===== config.mk =====
export PLATFORM = sky130hd
export DESIGN_NAME = string_generator_mode1
export DESIGN_NICKNAME = d
export VERILOG_FILES = /design/src/rtl/string_detectore_pkg.sv /design/src/rtl/string_generator_mode1_piso.sv /design/src/rtl/string_generator_mode1.sv
export SDC_FILE = /design/constraint.sdc
export NUM_CORES = 1
export LEC_CHECK = 0
export BUFFER_PORTS_ARGS = -buffer_cell sky130_fd_sc_hd__buf_4
export CAP_MARGIN = 20
export CORE_ASPECT_RATIO = 1.75
export CORE_UTILIZATION = 51
export DETAILED_ROUTE_END_ITERATION = 6
export PLACE_DENSITY = 0.75
export SYNTH_ARGS = -nofsm -noshare
export SYNTH_HDL_FRONTEND = slang
export SYNTH_SLANG_ARGS = --single-unit

===== constraint.sdc =====
create_clock -name clk -period 1.9 [get_ports clk]
set_input_delay 0.19 -clock clk [delete_from_list [all_inputs] [get_ports clk]]
set_output_delay 0.19 -clock clk [all_outputs]
set_load 0.01 [all_outputs]

===== src/rtl/string_detectore_pkg.sv =====
// Shared definitions for the mode-1 string generator/detector pair:
// state encoding, default widths and a frame-length helper.
package string_detectore_pkg;

    localparam int DEF_W  = 4;
    localparam int DEF_CW = 4;
    localparam int DEF_GW = 4;

    localparam logic [1:0] ST_IDLE = 2'd0;
    localparam logic [1:0] ST_SEND = 2'd1;
    localparam logic [1:0] ST_GAP  = 2'd2;
    localparam logic [1:0] ST_DONE = 2'd3;

    typedef enum logic [1:0] {
        IDLE = ST_IDLE,
        SEND = ST_SEND,
        GAP  = ST_GAP,
        DONE = ST_DONE
    } gen_state_t;

    // Number of frame bits for `count` insertions separated by `gap` filler bits.
    function automatic int frame_len(input int count, input int gap, input int w);
        if (count == 0) return 0;
        return count * w + (count - 1) * gap;
    endfunction

endpackage


===== src/rtl/string_generator_mode1_piso.sv =====
// W-bit parallel-in serial-out shift register; dout is always the current MSB.
module string_piso
    import string_detectore_pkg::*;
#(
    parameter int W = DEF_W
) (
    input  logic         clk,
    input  logic         rst_n,
    input  logic         load,
    input  logic         shift,
    input  logic [W-1:0] din,
    output logic         dout
);

    logic [W-1:0] sr;

    // load wins over shift so a pattern reload on the last bit restarts cleanly
    always_ff @(posedge clk or negedge rst_n) begin
        if (!rst_n) begin
            sr <= '0;
        end else if (load) begin
            sr <= din;
        end else if (shift) begin
            sr <= sr << 1;
        end
    end

    assign dout = sr[W-1];

endmodule


===== src/rtl/string_generator_mode1.sv =====
// Serial pattern transmitter: sends string1 `count` times MSB first with
// `gap` filler bits between insertions; all outputs are registered.
module string_generator_mode1
    import string_detectore_pkg::*;
#(
    parameter int W  = DEF_W,
    parameter int CW = DEF_CW,
    parameter int GW = DEF_GW
) (
    input  logic          clk,
    input  logic          rst_n,
    input  logic          start,
    input  logic [W-1:0]  string1,
    input  logic [CW-1:0] count,
    input  logic [GW-1:0] gap,
    input  logic          fill,
    output logic          string2,
    output logic          valid,
    output logic          busy,
    output logic          done
);

    localparam int BW = (W > 1) ? $clog2(W) : 1;

    gen_state_t    state, state_nxt;
    logic [W-1:0]  pat_l;
    logic [GW-1:0] gap_l;
    logic [GW-1:0] gap_left;
    logic          fill_l;
    logic [CW-1:0] rem;
    logic [BW-1:0] bit_idx;
    logic          load, shift, last_bit, dout, string2_nxt;

    assign last_bit = (bit_idx == '0);

    string_piso #(.W(W)) u_piso (
        .clk   (clk),
        .rst_n (rst_n),
        .load  (load),
        .shift (shift),
        .din   ((state == IDLE) ? string1 : pat_l),
        .dout  (dout)
    );

    always_ff @(posedge clk or negedge rst_n) begin
        if (!rst_n) state <= IDLE;
        else        state <= state_nxt;
    end

    always_comb begin
        state_nxt   = state;
        load        = 1'b0;
        shift       = 1'b0;
        string2_nxt = 1'b0;
        unique case (state)
            IDLE: begin
                if (start) begin
                    if (count == '0) begin
                        state_nxt = DONE;
                    end else begin
                        state_nxt = SEND;
                        load      = 1'b1;
                    end
                end
            end
            SEND: begin
                string2_nxt = dout;
                if (!last_bit) begin
                    shift = 1'b1;
                end else if (rem == CW'(1)) begin
                    state_nxt = DONE;
                end else if (gap_l == '0) begin
                    load = 1'b1;
                end else begin
                    state_nxt = GAP;
                end
            end
            GAP: begin
                string2_nxt = fill_l;
                if (gap_left == GW'(1)) begin
                    state_nxt = SEND;
                    load      = 1'b1;
                end
            end
            DONE: state_nxt = IDLE;
            default: state_nxt = IDLE;
        endcase
    end

    // Frame parameters are captured only at acceptance so later input changes are harmless
    always_ff @(posedge clk or negedge rst_n) begin
        if (!rst_n) begin
            pat_l    <= '0;
            gap_l    <= '0;
            fill_l   <= 1'b0;
            rem      <= '0;
            gap_left <= '0;
            bit_idx  <= '0;
        end else begin
            unique case (state)
                IDLE: begin
                    if (start) begin
                        pat_l   <= string1;
                        gap_l   <= gap;
                        fill_l  <= fill;
                        rem     <= count;
                        bit_idx <= BW'(W - 1);
                    end
                end
                SEND: begin
                    if (last_bit) begin
                        rem      <= rem - 1'b1;
                        bit_idx  <= BW'(W - 1);
                        gap_left <= gap_l;
                    end else begin
                        bit_idx <= bit_idx - 1'b1;
                    end
                end
                GAP:  gap_left <= gap_left - 1'b1;
                default: ;
            endcase
        end
    end

    // Output stage delays the state-derived values by one edge
    always_ff @(posedge clk or negedge rst_n) begin
        if (!rst_n) begin
            string2 <= 1'b0;
            valid   <= 1'b0;
            busy    <= 1'b0;
            done    <= 1'b0;
        end else begin
            string2 <= string2_nxt;
            valid   <= (state == SEND) || (state == GAP);
            busy    <= (state == SEND) || (state == GAP);
            done    <= (state == DONE);
        end
    end

endmodule


==> summary.txt <==
Worst setup path
  – Critical Path RT: 2.07 ns
  – Worst path top cell family by delay: simple AND/OR/NAND/NOR gates
  – Slowest-stage cell, CP: dfrtp_1
  – CP peak stage delay: around 0.40 ns
  – Critical-path cell list: inv_2, ha_4, or3b_4, and3_4, or2_1, o41a_1
  – CP Class: flip-flop to flip-flop
  – WP buf/inv: 1
  – Critical path endpoint category: flip-flop
  – Max Fanout on Critical Path: 3
  – Crit path DAT: roughly 2.0 ns
  – Startpoint types: flip-flop

Detailed routing
  – Final WL: 3070 um
  – DR iter-0 viols: 29
  – Number of remaining DRC errors: 0
  – DRT Pass-1 Iters: 4
  – Antenna-violating nets left: 0
  – Routed wire length per instance: between 15 and 20 um
  – Via/cell ratio: 5.83
  – Vias: ~1100

STA
  – Rel. slew slack: 0.710
  – RSZ-0062 raised after global routing: false
  – Setup tns final: 0 ns
  – Worst Skew: about 0.0075 ns
  – Final setup viols: 0
  – Hold Violations, Final: 0
  – Final worst setup slack: 0.0525 ns
  – Worst Max-Slew Pin Slew: around 0.43 ns
  – Slew Limit Fails: 0
  – Clock period minus worst slack: ~1.8 ns
  – Fmax: roughly 540 MHz
  – Fin crit share: 0.972

Yosys
  – EDFF count, synth: 0
  – Ys async rst share: 1.00
  – Synth unique cells: 32
  – Most frequent cell after synthesis: dfrtp_1
  – Register area share after synthesis: 0.469
  – Mapped Cells: 140
  – Netlist Area Pre-Place: ~1500 um^2
  – Post-Syn Area per Cell: 10.7 um^2
  – Main synth FF type: dfrtp_1
  – Yosys warnings: 0
  – Yosys top cell area share: 0.469
  – Largest area contributor in the netlist: dfrtp_1
  – Synth top cells by count: 28 x dfrtp_1, 12 x inv_1, 12 x mux2i_1, 12 x nand2_1, 10 x mux2_2
  – Seq cells post-synth: 28
  – Ranking of synthesized cells by area: dfrtp_1 47%, mux2i_1 8.0%, ha_1 7.5%, mux2_2 7.5%, inv_1 3.0%
  – Mapped Nets: roughly 170

Layout
  – Nets: 193
  – Post-route insts no fill: about 190
  – ANT cells: 0
  – Layout cell share with drive strength beyond 1: 0.323
  – Area grow syn2layout: 20.8%
  – Multi-input gate area: between 700 and 800 um^2
  – FF/Latch Area: between 700 and 800 um^2
  – # fillers: ~230

Clocking
  – TritonCTS buffer count: 3
  – Later-pin clock latency in the skew report: between 0.2 and 0.3 ns
  – Clock Sinks: 28
  – CTS tree: built
  – Max Root-Sink Buffers: 2
  – Clk root buf: clkbuf_8
  – Worst-path clk slew: about 0.090 ns
  – H-tree Lvls: 1

Die
  – DIE AREA: approximately 3200 um^2
  – IO Pins: 20
  – Die X-Extent: around 43 um
  – Core area: around 2800 um^2
  – Die Ht: 73.6 um
  – Num rows: 25
  – Starting Density: 0.543

Place
  – Cell Count Post-Placement: roughly 190
  – DP Worst Slack: -0.0135 ns
  – Placer congestion estimate: approximately 0.8
  – # port buffers: 19
  – Placed wire-length estimate: ~2400 um

Pwr
  – PnR Total Power: around 1.0 mW
  – Maximum VDD drop: approximately 0.49 mV
  – Pwr dens: 557 nW/um^2
  – Lkg Pwr: 0.915 nW

Run
  – Max-Cap Viols: 0

Global routing
  – Antenna violations before repair: 0
  – Total track usage: 0.220
  – First-pass GRT wire length: between 5000 and 6000 um
  – Via count of the first global-routing pass: around 1200
  – Largest net degree at the start of global routing: 29
  – Total gr overflow: 0

Status
  – Status: completed

Worst hold path
  – Worst Hold Class: input port to flip-flop
## per-stage QoR
step | area [um^2] | hold WS (ns) | utilization
final | 1810 | 0.134 | 0.656
after global routing | 1810 | 0.131 | 0.656
after CTS | 1770 | 0.138 | 0.642
after detailed placement | 1690 | 0.129 | 0.615
after global placement | 1690 | 0.125 | 0.615
after floorplan | 1500 | -0.106 | -
## layout make-up
cell class                 instances  share of cell area
sequential                        28               0.389
timing repair buffer              29               0.122
tap                               27              0.0187
inverter                          12              0.0249
clock buffer                       4              0.0305
multi-input combinational         94               0.415
## where the power goes
part | internal [mW] | total [mW] | switching (mW) | leakage, nW
clock network | 0.186 | 0.369 | 0.183 | 0.0288
registers | 0.595 | 0.595 | 0 | 0.360
logic | 0.0220 | 0.0405 | 0.0185 | 0.526
total | 0.803 | 1.01 | 0.202 | 0.915
## worst reg2reg max path, delay by kind of cell, from the launching register on
family          cells  cell delay (ns)
simple gates        3             0.78
fa+ha+maj           1             0.12
flops               1             0.40
buf+inv             1             0.08
compound gates      1             0.36
## kinds of logic after synthesis
logic type / after synthesis / share of synthesized area
buffers and inverters: 18 / 0.0502
multiplexers: 22 / 0.156
adder cells (fa/ha/maj): 9 / 0.0753
flip-flops: 28 / 0.469
AO/OA/AOI/OAI: 29 / 0.136
AND/OR/NAND/NOR: 34 / 0.115
## flip-flops by register name, summed over array words and instances (netlist names)
| name | flops |
|---|---|
| u_piso.sr | 4 |
| string2 | 1 |
| fill_l | 1 |
| busy | 1 |
| rem | 4 |
| bit_idx | 2 |
| pat_l | 4 |
| gap_l | 4 |
| done | 1 |
| gap_left | 4 |
| state | 2 |
## layout by cell type (no fill, tap or decap), types with 2 or more instances in the layout
cell type and instances:
buf_4 28, dfrtp_1 27, mux2i_1 12, nand2_1 11, inv_1 10, mux2_2 10, o21ai_0 8, nor2_1 8
ha_1 7, a31oi_1 5, clkbuf_8 4, nor3_1 3, o22a_1 3, a21oi_1 3, inv_2 2, nor4_1 2
o211a_1 2
## final timing paths
kind / from / to / slack, ns / cells after the start
max in group asynchronous: rst_n / rem[0]$_DFFE_PN0P_ / 1.25 / 2
min in group asynchronous: rst_n / state[1]$_DFFE_PN0P_ / 0.35 / 2
hold / removal: gap[1] / gap_l[1]$_DFFE_PN0P_ / 0.13 / 2
setup reg to reg: rem[1]$_DFFE_PN0P_ / state[0]$_DFFE_PN0P_ / 0.05 / 6
hold reg to reg: pat_l[1]$_DFFE_PN0P_ / pat_l[1]$_DFFE_PN0P_ / 0.51 / 1
setup / recovery: rem[1]$_DFFE_PN0P_ / state[0]$_DFFE_PN0P_ / 0.05 / 6
## what timing repair did
| item | 4_1_cts | 5_1_grt |
|---|---|---|
| setup buffers | 1 | 1 |
| pin swaps | 0 | 1 |
| setup endpoints to repair | 1 | 6 |
| hold buffers | 1 | 0 |
| gates resized for setup | 2 | 8 |
| cloned | 0 | 0 |
| endpoints found under the hold margin | 28 | 0 |
## routing by layer
layer,wire length [um],share of wire,vias up,GRT usage
li1,-,-,550,-
met1,1100,0.36,542,0.237
met2,1760,0.57,28,0.401
met3,92,0.030,11,0.0270
met4,108,0.035,0,0.128
met5,0,0,-,0
(Power assumes the default switching activity.)
